File: src/rtl/ddr_pix_wr.sv
// ddr_pix_wr
//   Packs a 24-bit RGB pixel stream into 240-bit frame-buffer words (10 pixels,
//   first pixel in [239:216]) and issues one single-beat DDR write per word.
//   Words are addressed with a 32-byte stride and wrap to 0 after MAX_ADDR.
//
// Ports
//   ddr_clk     : single clock
//   rst         : synchronous reset, active-high
//   init_done   : DDR calibrated; no new pixel or write activity while low
//   pix_valid   : pixel offered            pix_ready : pixel accepted when both high
//   pix_data    : {R,G,B}                  pix_sof   : transferred pixel starts a frame
//   wr_req      : write request, held until wr_ack
//   ddr_wr_adr  : write address            awlen     : burst length - 1 (always 0)
//   ddr_wdata   : write data, [255:240]=0  wr_ack    : one-cycle ack, consumes request
//   sof_err     : one-cycle pulse, frame start arrived with a partial word pending
module ddr_pix_wr #(
    parameter int                PIX_W        = 24,
    parameter int                PIX_PER_WORD = 10,
    parameter int                ADDR_W       = 28,
    parameter int                DATA_W       = 256,
    parameter int                ADDR_STEP    = 32,
    parameter logic [ADDR_W-1:0] MAX_ADDR     = 28'h0653FE0
) (
    input  logic              ddr_clk,
    input  logic              rst,
    input  logic              init_done,
    input  logic              pix_valid,
    output logic              pix_ready,
    input  logic [PIX_W-1:0]  pix_data,
    input  logic              pix_sof,
    output logic              wr_req,
    output logic [ADDR_W-1:0] ddr_wr_adr,
    output logic [3:0]        awlen,
    output logic [DATA_W-1:0] ddr_wdata,
    input  logic              wr_ack,
    output logic              sof_err
);

    localparam int PIX_BITS = PIX_W * PIX_PER_WORD;
    localparam int SLOT_W   = $clog2(PIX_PER_WORD);
    localparam logic [SLOT_W-1:0] LAST_SLOT = SLOT_W'(PIX_PER_WORD - 1);

    typedef enum logic [1:0] {S_IDLE, S_REQ, S_POP} state_t;

    state_t state, state_nxt;

    // Ascending packed range puts slot 0 in the most significant pixel position.
    logic [0:PIX_PER_WORD-1][PIX_W-1:0] word_buf, word_nxt;

    logic [SLOT_W-1:0] slot, slot_eff;
    logic [ADDR_W-1:0] next_adr, adr_eff;
    logic              xfer, push, pop;

    logic [PIX_BITS-1:0] q_data [2];
    logic [ADDR_W-1:0]   q_adr  [2];
    logic                wr_ptr, rd_ptr;
    logic [1:0]          q_cnt, q_cnt_nxt;

    // ------------------------------------------------------------------
    // Packer
    // ------------------------------------------------------------------
    // NOTE: every signal assigned in always_comb gets a default first so no latch is inferred.
    always_comb begin
        xfer     = pix_valid & pix_ready;
        // A frame start restarts both the slot and the frame address.
        slot_eff = pix_sof ? '0 : slot;
        adr_eff  = pix_sof ? '0 : next_adr;
        word_nxt = word_buf;
        word_nxt[slot_eff] = pix_data;
        push     = xfer && (slot_eff == LAST_SLOT);
    end

    // NOTE: sequential state uses non-blocking assignments so all registers update together.
    always_ff @(posedge ddr_clk) begin
        if (rst) begin
            slot     <= '0;
            next_adr <= '0;
            sof_err  <= 1'b0;
        end else begin
            sof_err <= xfer & pix_sof & (slot != '0);
            if (xfer) begin
                if (push) begin
                    slot     <= '0;
                    next_adr <= (adr_eff == MAX_ADDR) ? '0 : adr_eff + ADDR_W'(ADDR_STEP);
                end else begin
                    slot     <= slot_eff + 1'b1;
                    next_adr <= adr_eff;
                end
            end
        end
    end

    // NOTE: pure data storage carries no reset; it is only observed once qualified by valid state.
    always_ff @(posedge ddr_clk) begin
        if (xfer) word_buf <= word_nxt;
        if (push) begin
            q_data[wr_ptr] <= word_nxt;
            q_adr[wr_ptr]  <= adr_eff;
        end
    end

    // ------------------------------------------------------------------
    // Two-entry word queue; the head stays in place while it is being written
    // ------------------------------------------------------------------
    always_comb begin
        q_cnt_nxt = q_cnt;
        if (push && !pop)      q_cnt_nxt = q_cnt + 2'd1;
        else if (pop && !push) q_cnt_nxt = q_cnt - 2'd1;
    end

    always_ff @(posedge ddr_clk) begin
        if (rst) begin
            wr_ptr    <= 1'b0;
            rd_ptr    <= 1'b0;
            q_cnt     <= 2'd0;
            pix_ready <= 1'b0;
        end else begin
            if (push) wr_ptr <= ~wr_ptr;
            if (pop)  rd_ptr <= ~rd_ptr;
            q_cnt     <= q_cnt_nxt;
            // Looks one cycle ahead so a full queue never accepts a tenth pixel.
            pix_ready <= init_done && (q_cnt_nxt < 2'd2);
        end
    end

    // ------------------------------------------------------------------
    // Write FSM
    // ------------------------------------------------------------------
    always_ff @(posedge ddr_clk) begin
        if (rst) state <= S_IDLE;
        else     state <= state_nxt;
    end

    always_comb begin
        state_nxt = state;
        case (state)
            S_IDLE:  if (q_cnt != 2'd0 && init_done) state_nxt = S_REQ;
            S_REQ:   if (wr_ack) state_nxt = S_POP;
            S_POP:   state_nxt = S_IDLE;
            default: state_nxt = S_IDLE;
        endcase
    end

    always_comb begin
        wr_req     = (state == S_REQ);
        pop        = (state == S_POP);
        ddr_wr_adr = '0;
        ddr_wdata  = '0;
        if (wr_req) begin
            ddr_wr_adr = q_adr[rd_ptr];
            ddr_wdata  = {{(DATA_W - PIX_BITS){1'b0}}, q_data[rd_ptr]};
        end
    end

    assign awlen = 4'd0;

endmodule
File: config.mk
export PLATFORM = sky130hd
export DESIGN_NAME = ddr_pix_wr
export DESIGN_NICKNAME = d
export VERILOG_FILES = /design/src/rtl/ddr_pix_wr.sv
export SDC_FILE = /design/constraint.sdc
export NUM_CORES = 1
export LEC_CHECK = 0
export ABC_AREA = 0
export CAP_MARGIN = 10
export CORE_MARGIN = 5
export CORE_UTILIZATION = 55
export DETAILED_ROUTE_END_ITERATION = 10
export PLACE_DENSITY = 0.77
export SLEW_MARGIN = 30
export SYNTH_ARGS = -nofsm -noshare
export SYNTH_HDL_FRONTEND = slang
export SYNTH_SLANG_ARGS = --single-unit
File: constraint.sdc
create_clock -name ddr_clk -period 48.5 [get_ports ddr_clk]
set_input_delay 7.275 -clock ddr_clk [delete_from_list [all_inputs] [get_ports ddr_clk]]
set_output_delay 7.275 -clock ddr_clk [all_outputs]
set_load 0.005 [all_outputs]
# Word level (Yosys, flattened, before mapping)
# Memories as Yosys holds them, arrays and structs flattened. A register that Yosys moved wholly into a read port is not among the register bits.
# Index checks and enable logic that the tools add are counted.
# op_classes
n_bitwise	6
multipliers	0
n_div	0
shifts	0
magnitude_cmp	3
n_reduce_logical	12
eq_ne	6
n_addsub	4
n_mux	21
# op_table
op	n
$bwmux 240	1
$mux 240	1
$mux 28	4
$demux 24 s4	1
$add 28x6->28 const B	1
$eq 28x23->1 const B	1
$mux 24	1
$mux 2	4
$mux 4	2
$logic_and 1x1->1	6
$mux 1	6
$ge 5x5->1 const B	1
$lt 5x1->1 const B	1
$not 4->5	1
$add 4x1->4 const B	1
$eq 4x4->1 const B	1
$pmux 2 s2	1
$reduce_bool 4->1	1
$and 1x1->1	3
$add 2x1->2 const B	1
$eq 2x1->1 const B	1
$eq 2x2->1 const B	1
$logic_not 1->1	2
$logic_not 2->1	1
7 further kinds	8
# word_totals
latch_bits	0
mem_bits_ro	0
register_bits	280
memories	2
in_bits	30
mem_bits_rw	536
# memory_table
name	words	width	rd	rd_ports_with_merged_regs	wr	line	rtl
q_data	2	240	1	1	1	54	logic [PIX_BITS-1:0] q_data [2];
q_adr	2	28	1	1	1	55	logic [ADDR_W-1:0] q_adr [2];

# Depth between registers and ports, before layout
# Gate-level depths: netlist of run 1.
# depth
ltp_word	9
depth_mapped	13
depth_no_buf	10

# Worst setup path after synthesis of run 1
# Ideal clock, no wire load.
# synth_timing
kind	input port to flip-flop
startpoint	in pix_sof
endpoint	mem q_adr[0][0], enable pin
arrival_ps	20228
required_ps	47598
stages	9
setup_slack_ps	27370
path_cell_list	buf_2 -> clkbuf_1 -> clkbuf_1 -> clkbuf_1 -> nand2b_1 -> ha_1 -> nand3b_1 -> or3_1 -> nor2_1
# synth_via
elab_chain_len	5
# synth_lines
item	line	rtl
start: declaration	30	input logic pix_sof,
$mux 4	66	slot_eff = pix_sof ? '0 : slot;
$eq 4x4->1	70	push = xfer && (slot_eff == LAST_SLOT);
$logic_and 1x1->1	70	
$mux 1	96	if (push) begin
$mux 1 (not written as such)	98	q_adr[wr_ptr] <= adr_eff;
end: declaration	55	
# Every way passes these cells.

# Worst setup path in the final report of run 1
# layout_timing
startpoint	in pix_sof
endpoint	mem q_data[1][130] (netlist name), enable pin
# layout_via
elab_chain_len	5
# layout_lines
item	line	rtl
$mux 4	66	
$eq 4x4->1	70	
$logic_and 1x1->1	70	
via push	52	logic xfer, push, pop;
$mux 1	96	
$mux 1 (not written as such)	97	q_data[wr_ptr] <= word_nxt;
end: declaration	54	
# The timed path passes the listed nets, and every way through them passes these cells.

==> metrics.log, run 1 <==
[metrics] count of pins on the block boundary: 321
[metrics] Inserted Clock Buffers: 79
[metrics] pre-CTS setup slack: 36.45 ns
[metrics] Final nets: 2,305
[metrics] DR vias: 17,600
[metrics] Clock Root Buffer: sky130_fd_sc_hd__clkbuf_16
[metrics] part of the cycle the worst path needs: 0.232
[metrics] dominant cells by area after synthesis: sky130_fd_sc_hd__edfxtp_1 (71%), sky130_fd_sc_hd__mux2_2 (8.3%), sky130_fd_sc_hd__mux2i_1 (8.2%)
[metrics] H-Tree Depth: 3
[metrics] largest net degree at the start of global routing: 200
[metrics] class of the worst hold path: register to register
[metrics] synthesis-to-layout area growth: 19.3%
[metrics] wire length of the first global-routing pass: around 110 mm
[metrics] CTS tree: yes
[metrics] later-pin clock latency in the skew report: 0.61 ns
[metrics] mean routed wirelength per cell: 23.1 um
[metrics] Bufs and invs on worst path: 7
[metrics] horizontal extent of the die: 254 um
[metrics] First-pass DRT Iterations: 5
[metrics] Final Hold Viols: 0
[metrics] Die Outline Area: 0.0644 mm^2
[metrics] # DRC: 0
[metrics] Layout Skew: just over 0.02 ns
[metrics] reg-to-reg critical path endpoint: q_data[1][130]
[metrics] count of yosys warnings during synthesis: 0
[metrics] RSZ-0062 raised after global routing: no
[metrics] TritonCTS Sinks: around 820
[metrics] Data arrival, critical path: 11.49 ns
[metrics] kind of cell adding the most delay to the critical path: buffers and inverters
[metrics] Placed Area: 0.0364 mm^2
[metrics] Worst Slack Setup Final: 37.24 ns
[metrics] mapped cell area: 0.0327 mm^2
[metrics] synthesized instance count: 1,985
[metrics] die height: 254 um
[metrics] count of buffers from port buffering: 300
[metrics] count of state elements after synthesis: 817
[metrics] gr ovfl total: 0
[metrics] Std-Cell Core Area: roughly 0.059 mm^2
[metrics] Relative slew margins: 0.343
[metrics] slew at the pin with the worst max-slew slack: 0.984 ns
[metrics] R2R depth: 11
[metrics] DRT antenna net count: 0
[metrics] dominant synthesized flop cell: sky130_fd_sc_hd__edfxtp_1
[metrics] weighted congestion at the end of routability-driven global placement: around 0.80
[metrics] maximum number of buffers from clock root to sink: 3
[metrics] min cycle time layout: roughly 11 ns
[metrics] timing endpoint of the critical path: q_data[1][130]
[metrics] total of hold buffers inserted after clock tree synthesis: 0
[metrics] CP max-delay cell: sky130_fd_sc_hd__buf_4
[metrics] library cell occupying the most area in the post-synthesis netlist: sky130_fd_sc_hd__edfxtp_1
[metrics] Slowest Stage Delay on Critical Path: between 0.6 and 0.7 ns
[metrics] number of antenna violations at the first check in global routing: 0
[metrics] number of flops mapped to enable cells by yosys: 776
[metrics] count of cell instances traversed by the critical path: 12
[metrics] top cell type's share of synthesized area: 0.713
[metrics] post-synthesis average cell area: 16.5 um^2
[metrics] Global Route Usage Sum: 0.216
[metrics] number of setup buffers added after CTS: 0
[metrics] Critical R2R Launch: slot[0]
[metrics] CP endpoint kind: register
[metrics] share of cells above drive strength 1: 0.172
[metrics] Placement Rows: 89
[metrics] most common cell after layout, fill and taps aside: sky130_fd_sc_hd__edfxtp_1
[metrics] startpoint kind of the worst setup timing path: primary input
[metrics] class of the most critical setup path: primary input to register
[metrics] FF-to-FF setup slack: 44.16 ns
[metrics] Required @ worst endpoint: approximately 49 ns
[metrics] Most Frequent Cell on Critical Path: sky130_fd_sc_hd__buf_4
[metrics] Final Setup Violations: 0
[metrics] Post-Route WL: ~72 mm
[metrics] via count of the first global-routing pass: between 15,000 and 20,000
[metrics] IR drop worst, VDD: 0.0260 mV
[metrics] leading cell types in the layout, fill and taps excluded: sky130_fd_sc_hd__edfxtp_1 (776), sky130_fd_sc_hd__clkdlybuf4s50_1 (299), sky130_fd_sc_hd__nor2_1 (290)
[metrics] count of distinct cell types in the synthesized netlist: 59
[metrics] final setup TNS: 0 ns
[metrics] critical-path cell list: buf_2, buf_4, nand2b_1, ha_1, nand3b_1, or3_1, inv_1, and2_4, buf_12, buf_4, buf_16, buf_4
[metrics] post-cts repair resize count: 0
[metrics] Initial Utilization: 0.555
[metrics] sequential fraction of the synthesis area: 0.738
[metrics] total power per unit cell area: around 36 mW/mm^2
[metrics] drt first-iter violations: 1,524
[metrics] post-DP HPWL: 43.3 mm
[metrics] Clock Pin Slew Worst Setup and Hold Paths: around 0.060 ns
[metrics] status: finished clean
[metrics] Final Instance Area: 0.0390 mm^2
[metrics] total power: 1.39 mW
[metrics] highest clock frequency the design can meet: 88.8 MHz
[metrics] static leakage power: 11.2 nW
[metrics] reported max-cap violation count: 0
[metrics] ratio of routed vias to standard cells: 5.68
[metrics] crit path max fanout: 64
[metrics] max-slew violation count: 0
[metrics] Util after Layout: 0.662
[metrics] post-synthesis async set-or-reset flop share: 0
[metrics] launch point of the critical path: pix_sof
==> sequential cells by signal (all words and copies together) (netlist names), named ones only <==
| name | cells |
|---|---|
| pix_ready | 1 |
| word_buf | 240 |
| q_data | 480 |
| rd_ptr | 1 |
| q_cnt | 2 |
| next_adr | 28 |
| sof_err | 1 |
| slot | 4 |
| state | 2 |
| wr_ptr | 1 |
| q_adr | 56 |
==> metrics by stage <==
step / hold slack (ns) / cells
2_1_floorplan: 0.406 / 2004
3_3_place_gp: 0.428 / 2953
3_5_place_dp: 0.433 / 2956
4_1_cts: 0.441 / 3098
5_1_grt: 0.462 / 3102
6_report: 0.447 / 3103
==> logic make-up (layout without fill, tap and decap cells) <==
logic type / after synthesis / in the layout / share of synthesized area
flops: 817 / 817 / 0.738
mux: 509 / 509 / 0.165
simple gates: 414 / 414 / 0.0565
buf+inv: 164 / 489 / 0.0221
compound gates: 70 / 70 / 0.0148
fa+ha+maj: 7 / 7 / 0.00268
xor+xnor: 3 / 3 / 0.000804
other cells: 1 / 21 / 0.000115
==> cell usage after synthesis (all sizes together), types with 8 or more instances <==
cell	count
nand2	21
o211ai	8
nor2b	25
inv	14
edfxtp	776
nor2	292
nand4	8
a21oi	16
mux2	241
nor3	9
o21ai	12
buf	92
clkbuf	57
mux2i	268
dfxtp	41
and2	13
==> worst register-to-register path, stage by stage (launching register included) <==
cell	delay, ns
sky130_fd_sc_hd__dfxtp_1	0.40
sky130_fd_sc_hd__nand2b_1	0.14
sky130_fd_sc_hd__inv_1	0.12
sky130_fd_sc_hd__ha_1	0.19
sky130_fd_sc_hd__nand3b_1	0.23
sky130_fd_sc_hd__or3_1	0.46
sky130_fd_sc_hd__inv_1	0.16
sky130_fd_sc_hd__and2_4	0.45
sky130_fd_sc_hd__buf_12	0.32
sky130_fd_sc_hd__buf_4	0.51
sky130_fd_sc_hd__buf_16	0.30
sky130_fd_sc_hd__buf_4	0.65
==> metal layers <==
layer / part of all wire / GRT usage / up-vias
li1: - / - / 7993
met1: 0.41 / 0.294 / 8937
met2: 0.51 / 0.367 / 610
met3: 0.061 / 0.0381 / 76
met4: 0.016 / 0.0554 / 0
met5: 0 / 0 / -
==> cell type report <==
type | count | area [um^2]
flip-flops and latches | 817 | 24100
fillers | 3935 | 19900
multi-input cells | 1023 | 7960
repair buffers | 332 | 3370
clock buffers | 93 | 2070
well taps | 773 | 967
clock inverters | 49 | 449
inverters | 15 | 68.8
diodes | 1 | 2.50
==> worst min-delay path by stage <==
stage	from	to	slack [ns]	cells past startpoint
6_report	state[1]	state[0]	0.45	1
5_1_grt	state[1]	state[0]	0.46	1
3_5_place_dp	state[1]	state[0]	0.43	1
2_1_floorplan	state[1]	state[0]	0.41	1
4_1_cts	state[1]	state[0]	0.44	1
3_3_place_gp	state[1]	state[0]	0.43	1
==> power breakdown <==
group	total [mW]	internal, mW	leakage (nW)	switching [mW]
logic	0.0224	0.00666	3.66	0.0157
registers	0.770	0.769	6.27	0.000872
clock network	0.597	0.348	1.24	0.249
Power figures use the tool's default switching activity.
==> inputs of run 2 (changes only) <==
Settings changed: CORE_UTILIZATION 55 to 51, PLACE_DENSITY 0.77 to 0.75.
Clock period 48.5 ns to 10.1 ns, I/O delays scaled along.
==> metrics.log, run 2 (synthesized netlist as in run 1, its figures left out) <==
[metrics] crit path max fanout: 99
[metrics] synthesis-to-layout area growth: 20.4%
[metrics] H-Tree Depth: 3
[metrics] reported max-cap violation count: 0
[metrics] status: finished clean
[metrics] max-slew violation count: 0
[metrics] Regs by FF count: q_data (480), word_buf (240), q_adr (56)
[metrics] weighted congestion at the end of routability-driven global placement: 0.819
[metrics] flip-flop count of the largest register, all copies and words added: 480
[metrics] via count of the first global-routing pass: 18,200
[metrics] Bufs and invs on worst path: 3
[metrics] Placed Area: 0.0365 mm^2
[metrics] total of hold buffers inserted after clock tree synthesis: 0
[metrics] Slowest Stage Delay on Critical Path: 0.78 ns
[metrics] IR drop worst, VDD: around 0.12 mV
[metrics] slew at the pin with the worst max-slew slack: roughly 1.0 ns
[metrics] later-pin clock latency in the skew report: 0.62 ns
[metrics] drt first-iter violations: 1,408
[metrics] Data arrival, critical path: 3.91 ns
[metrics] Required @ worst endpoint: 8.59 ns
[metrics] min cycle time layout: 5.43 ns
[metrics] Placement Rows: 92
[metrics] register area: about 0.024 mm^2
[metrics] ratio of routed vias to standard cells: 5.57
[metrics] leading cell types in the layout, fill and taps excluded: sky130_fd_sc_hd__edfxtp_1 (776), sky130_fd_sc_hd__clkdlybuf4s50_1 (299), sky130_fd_sc_hd__nor2_1 (290)
[metrics] Clock Pin Slew Worst Setup and Hold Paths: 0.06 ns
[metrics] CTS tree: yes
[metrics] area taken by multi-input logic gates: 0.00795 mm^2
[metrics] number of antenna violations at the first check in global routing: 1
[metrics] critical-path cell list: buf_4, buf_12, mux2i_1, nor2_1, clkdlybuf4s50_1
[metrics] antenna diode count: 0
[metrics] die height: 263 um
[metrics] final setup TNS: 0 ns
[metrics] Std-Cell Core Area: 0.0633 mm^2
[metrics] static leakage power: around 11 nW
[metrics] Relative slew margins: 0.333
[metrics] count of buffers from port buffering: 300
[metrics] wire length of the first global-routing pass: roughly 110 mm
[metrics] Clock Root Buffer: sky130_fd_sc_hd__clkbuf_16
[metrics] horizontal extent of the die: between 200 and 300 um
[metrics] Final Setup Violations: 0
[metrics] startpoint kind of the worst setup timing path: register
[metrics] highest clock frequency the design can meet: between 150 and 200 MHz
[metrics] Final Instance Area: 0.0393 mm^2
[metrics] DR vias: 17,700
[metrics] count of pins on the block boundary: between 300 and 400
[metrics] post-layout instance count excluding filler cells: 3,178
[metrics] post-cts repair resize count: 0
[metrics] # DRC: 0
[metrics] CP max-delay cell: sky130_fd_sc_hd__buf_4
[metrics] number of setup buffers added after CTS: 0
[metrics] class of the most critical setup path: register to output pin
[metrics] Final nets: 2,304
[metrics] RSZ-0062 raised after global routing: no
[metrics] total power per unit cell area: 177 mW/mm^2
[metrics] CP endpoint kind: output pin
[metrics] Final Hold Viols: 0
[metrics] part of the cycle the worst path needs: 0.537
[metrics] smallest hold slack: roughly 0.46 ns
[metrics] TritonCTS Sinks: 817
[metrics] Largest Register: q_data
[metrics] Layout Skew: 0.0308 ns
[metrics] DRT antenna net count: 0
[metrics] class of the worst hold path: register to register
[metrics] Inserted Clock Buffers: 84
[metrics] kind of cell adding the most delay to the critical path: buffers and inverters
[metrics] share of cells above drive strength 1: 0.177
[metrics] pre-CTS setup slack: 4.62 ns
[metrics] Die Outline Area: 0.0693 mm^2
[metrics] Initial Utilization: 0.516
[metrics] Post-Route WL: 72.9 mm
[metrics] Worst Slack Setup Final: between 4 and 5 ns
[metrics] Global Route Usage Sum: 0.204
[metrics] First-pass DRT Iterations: 6
[metrics] largest net degree at the start of global routing: approximately 170
[metrics] gr ovfl total: 0
[metrics] cell total after placement: 3,026
[metrics] most common cell after layout, fill and taps aside: sky130_fd_sc_hd__edfxtp_1
[metrics] post-DP HPWL: ~44 mm
[metrics] final-layout fill cell count: 4,483
[metrics] maximum number of buffers from clock root to sink: 3
[metrics] mean routed wirelength per cell: ~23 um
==> run 2: metal layers <==
metal	vias to the layer above	share of wire	GRT usage
li1	7982	-	-
met1	8987	0.41	0.272
met2	594	0.50	0.347
met3	128	0.056	0.0333
met4	0	0.029	0.0683
met5	-	0	0
==> run 2: worst register-to-register path, delay by kind of cell, from the launching register on <==
family                   cells  cell delay, ns
AND/OR/NAND/NOR              4            1.48
buffers and inverters        3            1.03
flip-flops                   1            0.38
adder cells (fa/ha/maj)      1            0.21
==> run 2: through the flow <==
step,util,power (mW)
2_1_floorplan,-,3.84
3_3_place_gp,0.575,3.87
3_5_place_dp,0.576,3.88
4_1_cts,0.621,7.01
5_1_grt,0.622,7.17
6_report,0.622,6.96
==> run 2: area by class of cell <==
cell class                 instances  area share
clock inverter                    55      0.0158
sequential                       817       0.613
timing repair buffer             326      0.0835
inverter                          15     0.00175
clock buffer                      96      0.0567
tap                              846      0.0269
multi-input combinational       1023       0.202
==> run 2: worst paths after layout <==
check                           depth (start not counted)      from  slack, ns             to
worst min-delay path                                    1  state[1]       0.46       state[0]
worst max-delay path                                    5  register       4.67  ddr_wdata[37]
worst min register to register                          1  state[1]       0.46       state[0]
worst max register to register                          8   slot[0]       6.45  q_data[0][95]
==> run 2: power breakdown <==
| part | switching [mW] | internal (mW) |
|---|---|---|
| clock | 1.26 | 1.90 |
| sequential | 0.00425 | 3.69 |
| combinational | 0.0756 | 0.0319 |
| total | 1.34 | 5.62 |
